[src/rtl/stream_mux_nto1.sv]
// stream_mux_nto1: N:1 valid/ready stream mux (fixed select or round-robin) with a registered output stage
module stream_mux_nto1 #(
  parameter int N     = 4,
  parameter int WIDTH = 8,
  parameter int MODE  = 0,
  parameter int SEL_W = (N > 1) ? $clog2(N) : 1
) (
  input  logic                 clk,
  input  logic                 rst,
  input  logic [N*WIDTH-1:0]   in_data,
  input  logic [N-1:0]         in_valid,
  output logic [N-1:0]         in_ready,
  input  logic [SEL_W-1:0]     sel,
  output logic [WIDTH-1:0]     out_data,
  output logic                 out_valid,
  input  logic                 out_ready,
  output logic [SEL_W-1:0]     out_chan
);
  logic             ld, xfer, found;
  logic [N-1:0]     grant;
  logic [SEL_W-1:0] rr_ptr, gidx, nxt_ptr;
  logic [WIDTH-1:0] mux_data;
  assign ld       = ~out_valid | out_ready;
  assign in_ready = grant & {N{ld & ~rst}};
  assign xfer     = |(in_valid & in_ready);
  assign nxt_ptr  = (gidx == SEL_W'(N - 1)) ? '0 : gidx + 1'b1;
  // Round-robin: the second pass overrides with the lowest valid channel at or above rr_ptr,
  // otherwise the first pass leaves the lowest valid channel overall (wrap-around).
  always_comb begin
    gidx  = '0;
    found = 1'b0;
    if (N == 1) begin
      found = 1'b1;
    end else if (MODE == 0) begin
      gidx = sel;
      for (int i = 0; i < N; i++) found = found | (sel == SEL_W'(i));
    end else begin
      for (int i = N - 1; i >= 0; i--) if (in_valid[i]) begin
        gidx  = SEL_W'(i);
        found = 1'b1;
      end
      for (int i = N - 1; i >= 0; i--) if (in_valid[i] && SEL_W'(i) >= rr_ptr) gidx = SEL_W'(i);
    end
  end
  always_comb begin
    grant    = '0;
    mux_data = '0;
    for (int i = 0; i < N; i++) begin
      grant[i] = found && (gidx == SEL_W'(i));
      mux_data = grant[i] ? in_data[i*WIDTH +: WIDTH] : mux_data;
    end
  end
  always_ff @(posedge clk) begin
    if (rst) begin
      out_valid <= 1'b0;
      out_data  <= '0;
      out_chan  <= '0;
      rr_ptr    <= '0;
    end else if (ld) begin
      out_valid <= xfer;
      if (xfer) begin
        out_data <= mux_data;
        out_chan <= gidx;
        if (MODE == 1) rr_ptr <= nxt_ptr;
      end
    end
  end
endmodule

[config.mk]
export PLATFORM = sky130hd
export DESIGN_NAME = stream_mux_nto1
export DESIGN_NICKNAME = d
export VERILOG_FILES = /design/src/rtl/stream_mux_nto1.sv
export SDC_FILE = /design/constraint.sdc
export NUM_CORES = 1
export LEC_CHECK = 0
export ABC_AREA = 1
export CORE_MARGIN = 1
export CORE_UTILIZATION = 35
export DETAILED_ROUTE_END_ITERATION = 8
export PLACE_DENSITY = 0.81
export SLEW_MARGIN = 20
export SYNTH_ARGS = -nofsm -noshare
export SYNTH_HDL_FRONTEND = slang
export SYNTH_SLANG_ARGS = --single-unit
[constraint.sdc]
create_clock -name clk -period 2 [get_ports clk]
set_input_delay 0.4 -clock clk [delete_from_list [all_inputs] [get_ports clk]]
set_output_delay 0.4 -clock clk [all_outputs]
set_load 0.02 [all_outputs]
==> out/metrics.cfg, run 1 <==
[grt]
grt_pass1_wl_mm = 4.39
grt_pass1_vias = 1018
antenna_found_initial = 0
overflow = 0
track_usage_pct = 23.5
grt_max_degree = 11

[sta]
slew_headroom_pct = 78.2
drv_slew = 0
period_share_pct = 94.0
layout_min_cycle_time_ps = 1880
hold_viol_final = 0
fin_worst_skew_ps = 6.08
layout_setup_ws_ps = 120
rsz0062_at_grt = false
tns_ps = 0
worstMarginPinSlew_ps = 327
whs_ps = 462
fmax_ghz = 0.532
finalSetupViolations = 0

[route]
drt-total-wl_mm = 2.64
num_vias = 1055
ant_nets = 0
drt-wirelength-per-cell_microns = 11.7
drc_errors = 0
first_iter_violations = 16
drt_pre_antenna_iters = 5
via_per_inst = 4.67

[power]
power_density_nw_per_um2 = 475
ir_drop_mv = 0.433
p_leak_uw = 0.000697

[final_layout]
syn_to_final_growth_pct = 88.1
fin_nets = 241
fin_cells = 226
antenna_cells = 0
layout_common_cells = clkdlybuf4s50_1, nand2_1, buf_4
final_common_cell = clkdlybuf4s50_1
n_fill_cell = 184
drive_above_1_share_pct = 20.1
postLayoutCellArea_sq_um = 1490

[critical_path]
end_kind = output pin
cp_slowest_cell = clkdlybuf4s50_1
critical_path_class = input pin to output pin
cp_max_fo = 4
crit_top_cell = inv_1
cp.arrival_ps = 1480
critPathMaxStageDelay_ps = 450
critPathLaunchType = input pin
cp_cell_sequence = clkdlybuf4s50_1 > inv_1 > a21oi_1 > inv_1 > nor3_1 > buf_2
critPathRequiredTime_ps = 1600

[floorplanning]
dieArea_sq_um = 2450
fp.dieH_microns = 49.5
die_x_microns = 49.5
start_util_pct = 38.7
floorplan.core_area_sq_um = 2040
pin_count = 56
fp-row-count = 16

[clock_network]
cts_made_buffers = 3
cts_sinks = 11
htree_num_levels = 1
cts.clk_slew.worst_paths_ps = 60
clock_latency_ps = 260
cts.path.max_buffers = 2
root_buffer = clkbuf_4
post_cts_buffers = 0
tritoncts = built

[yosys]
netlist_instances = 126
netlist_area_sq_um = 790
syn_nets = 167
ys_seq_area_share_pct = 27.9
yosysWarnings = 0
synth_seq_cells = 11
synth_area_per_cell_sq_um = 6.27
synth_cell_type_count = 20

[placement]
dp_slack_ps = -336
place.gp.congestion = 0.878
place_inst = 222
placed_cell_area_sq_um = 1470
io_buffers = 55
dp_hpwl_mm = 2.19

[run]
cap_violations = 0

[hold_path]
min_path_type = flop to flop

[outcome]
status = completed

per-stage QoR:
stage | utilization [%] | total power [uW]
after floorplan | - | 392
after global placement | 72.1 | 556
after detailed placement | 72.1 | 565
after CTS | 73.5 | 717
after global routing | 72.7 | 754
final | 72.7 | 706
synth_stat cells (all sizes together):
| library cell | n | share of area (%) |
|---|---|---|
| o21ai | 3 | 1.9 |
| nand3 | 4 | 3.2 |
| nand2 | 51 | 26 |
| nor2 | 22 | 15 |
| inv | 15 | 7.4 |
| a21oi | 3 | 2.4 |
| dfxtp | 11 | 28 |
| nor3 | 4 | 2.5 |
| buf | 3 | 4.3 |
| nand4 | 9 | 8.7 |
| clkbuf | 1 | 0.47 |
where the power goes:
part           internal [uW]  total, uW  switching [uW]  leakage [uW]
Combinational            168        307             139      0.000592
Sequential               240        250            10.6     0.0000906
Clock                   77.0        148            71.1     0.0000150
final timing paths:
check,start,end,slack [ps],depth (start not counted)
max,out_ready,in_ready[0],120,6
min,out_chan[1],out_chan[1],460,2
max reg2reg,out_valid,out_chan[0],700,8
min reg2reg,out_chan[1],out_chan[1],460,2
worst max-delay path, delay by kind of cell:
family                 cells  cell delay (ps)
and+or+nand+nor            1              130
buffers and inverters      4              800
AOI/OAI and AO/OA          1              150
layout make-up:
class	instances	area [sq um]	share of cell area, %
Inverter	15	58.8	3.96
Sequential cell	11	220	14.8
Tap cell	27	33.8	2.27
Clock buffer	4	26.3	1.77
Multi-Input combinational cell	96	478	32.2
Timing Repair Buffer	73	668	45.0
sequential cells by signal (all words and copies together) (netlist names):
register   count
out_chan       2
out_data       8
out_valid      1
repair_timing:
item | 4_1_cts | 5_1_grt
resized for setup | 13 | 7
pin swaps | 0 | 0
setup endpoints to repair | 4 | 4
hold buffers | 0 | 0
per-layer routing:
| layer | vias up | GRT usage (%) | routed length [microns] | share of wire [%] |
|---|---|---|---|---|
| met4 | 0 | 8.10 | 38 | 1.4 |
| met2 | 46 | 43.6 | 1350 | 51 |
| met3 | 6 | 4.63 | 175 | 6.6 |
| met5 | - | 0 | 0 | 0 |
| li1 | 538 | - | - | - |
| met1 | 465 | 26.3 | 1080 | 41 |
kinds of logic after synthesis:
family / count (synthesis) / share of synthesized area, %
compound gates: 6 / 4.28
flops: 11 / 27.9
simple gates: 90 / 55.6
buf+inv: 19 / 12.2
Power figures use the tool's default switching activity.
==> run 2: changes to the inputs <==
DONT_BUFFER_PORTS = 1   (was unset)
PLACE_DENSITY = unset   (was 0.81)
==> out/metrics.cfg, run 2 (same netlist as run 1, synthesis figures left out) <==
[hold_path]
min_path_type = input pin to flop
hold_path.startpoint = rst

[grt]
antenna_found_initial = 0  ; unchanged
grt_pass1_vias = 710  ; -30%
grt_max_degree = 19  ; +8
overflow = 0  ; unchanged
track_usage_pct = 16.6  ; -6.9 points
grt_pass1_wl_mm = 3.06  ; -30%

[route]
via_per_inst = 4.96  ; +6.3%
ant_nets = 0  ; unchanged
drt-total-wl_mm = 1.97  ; -26%
first_iter_violations = 17  ; +1
drc_errors = 0  ; unchanged
drt_pre_antenna_iters = 4  ; -1
num_vias = 774  ; -27%
drt-wirelength-per-cell_microns = 12.6  ; +7.9%

[placement]
place.gp.congestion = 0.767  ; -13%
io_buffers = 0  ; -100%
dp_slack_ps = 420  ; +756 ps
dp_hpwl_mm = 1.53  ; -30%

[power]
p_leak_uw = 0.000409  ; -41%
power_density_nw_per_um2 = 656  ; +38%
ir_drop_mv = 0.446  ; +2.9%

[sta]
rsz0062_at_grt = false
layout_setup_ws_ps = 138  ; +17.9 ps
whs_ps = 191  ; -271 ps
slew_headroom_pct = 73.4  ; -4.8 points
period_share_pct = 93.1  ; -0.90 points
finalSetupViolations = 0  ; unchanged
worstMarginPinSlew_ps = 399  ; +72.1 ps
fin_worst_skew_ps = 5.72  ; -0.351 ps
fmax_ghz = 0.537  ; +0.96%
tns_ps = 0  ; unchanged
drv_slew = 0  ; unchanged
hold_viol_final = 0  ; unchanged
layout_min_cycle_time_ps = 1860  ; -17.9 ps

[critical_path]
end_kind = output pin
cp.arrival_ps = 1460  ; -20 ps
cp_max_fo = 4  ; unchanged
critPathRequiredTime_ps = 1600  ; about the same
critical_path_class = flop to output pin
r2r-start = out_valid
critPathLaunchType = flop
cp-startpoint = out_valid

[clock_network]
cts_sinks = 11  ; unchanged
post_cts_buffers = 0  ; unchanged
root_buffer = clkbuf_4
htree_num_levels = 1  ; unchanged
holdBufCountCts = 0  ; unchanged
ctsResizeCount = 0  ; -13
cts_made_buffers = 3  ; unchanged
tritoncts = built
cts.clk_slew.worst_paths_ps = 70  ; about the same
clock_latency_ps = 270  ; about the same
cts.path.max_buffers = 2  ; unchanged

[final_layout]
final_common_cell = nand2_1
largest-register = out_data
largest_register_ffs = 8  ; unchanged
largestRegisters = out_data x8, out_chan x2, out_valid x1
fin_nets = 171  ; -29%
antenna_cells = 0  ; unchanged
layout_common_cells = nand2_1, nor2_1, inv_1
syn_to_final_growth_pct = 5.71
drive_above_1_share_pct = 15.5  ; -4.6 points

[floorplanning]
dieArea_sq_um = 2450  ; unchanged
pin_count = 56  ; unchanged
fp.dieH_microns = 49.5  ; unchanged
start_util_pct = 38.7  ; unchanged
die_x_microns = 49.5  ; unchanged
floorplan.core_area_sq_um = 2040  ; unchanged
fp-row-count = 16  ; unchanged

[run]
cap_violations = 0  ; unchanged

[outcome]
status = completed

-- run 2: cell types whose count changed in the layout (fill, tap and decap cells not counted), sizes merged --
cell,delta
buf,-18
clkdlybuf4s50,-51
clkbuf,-1
-- run 2: critical path, stage by stage, from the launching register on --
cell and delay (ps):
dfxtp_1 390, a21oi_1 310, inv_1 140, nor3_1 170
buf_4 180
-- run 2: per-stage QoR --
stage	power, uW	instances	cell area, sq um	util (%)
2_1_floorplan	392	126	790	-
3_3_place_gp	402	152	808	39.6
3_5_place_dp	404	152	808	39.6
4_1_cts	555	156	835	40.9
5_1_grt	584	156	835	40.9
6_report	547	156	835	40.9
-- run 2: power by group --
group          internal, uW  switching [uW]  leakage (uW)
sequential              240            38.7     0.0000906
combinational          43.3            75.3      0.000304
clock                  77.1            72.8     0.0000150
total                   360             187      0.000409
-- run 2: final cells by class --
type	count	area, sq um
Fill cell	244	1210
Multi-Input combinational cell	96	473
Timing Repair Buffer	3	22.5
Tap cell	27	33.8
Clock buffer	4	26.3
Sequential cell	11	220
Inverter	15	58.8
-- run 2: path summary, 6_finish.rpt --
path | to | slack, ps | depth (start not counted)
worst min register to register | out_chan[1] | 560 | 2
worst max-delay path | in_ready[2] | 140 | 4
worst max register to register | out_chan[0] | 490 | 7
worst min-delay path | out_valid | 190 | 1
-- run 2: per-layer routing --
layer	global-route usage, %	part of all wire (%)	up-vias
li1	-	-	404
met1	18.0	41	336
met2	28.1	49	32
met3	8.64	9.9	2
met4	4.29	0.51	0
met5	0	0	-
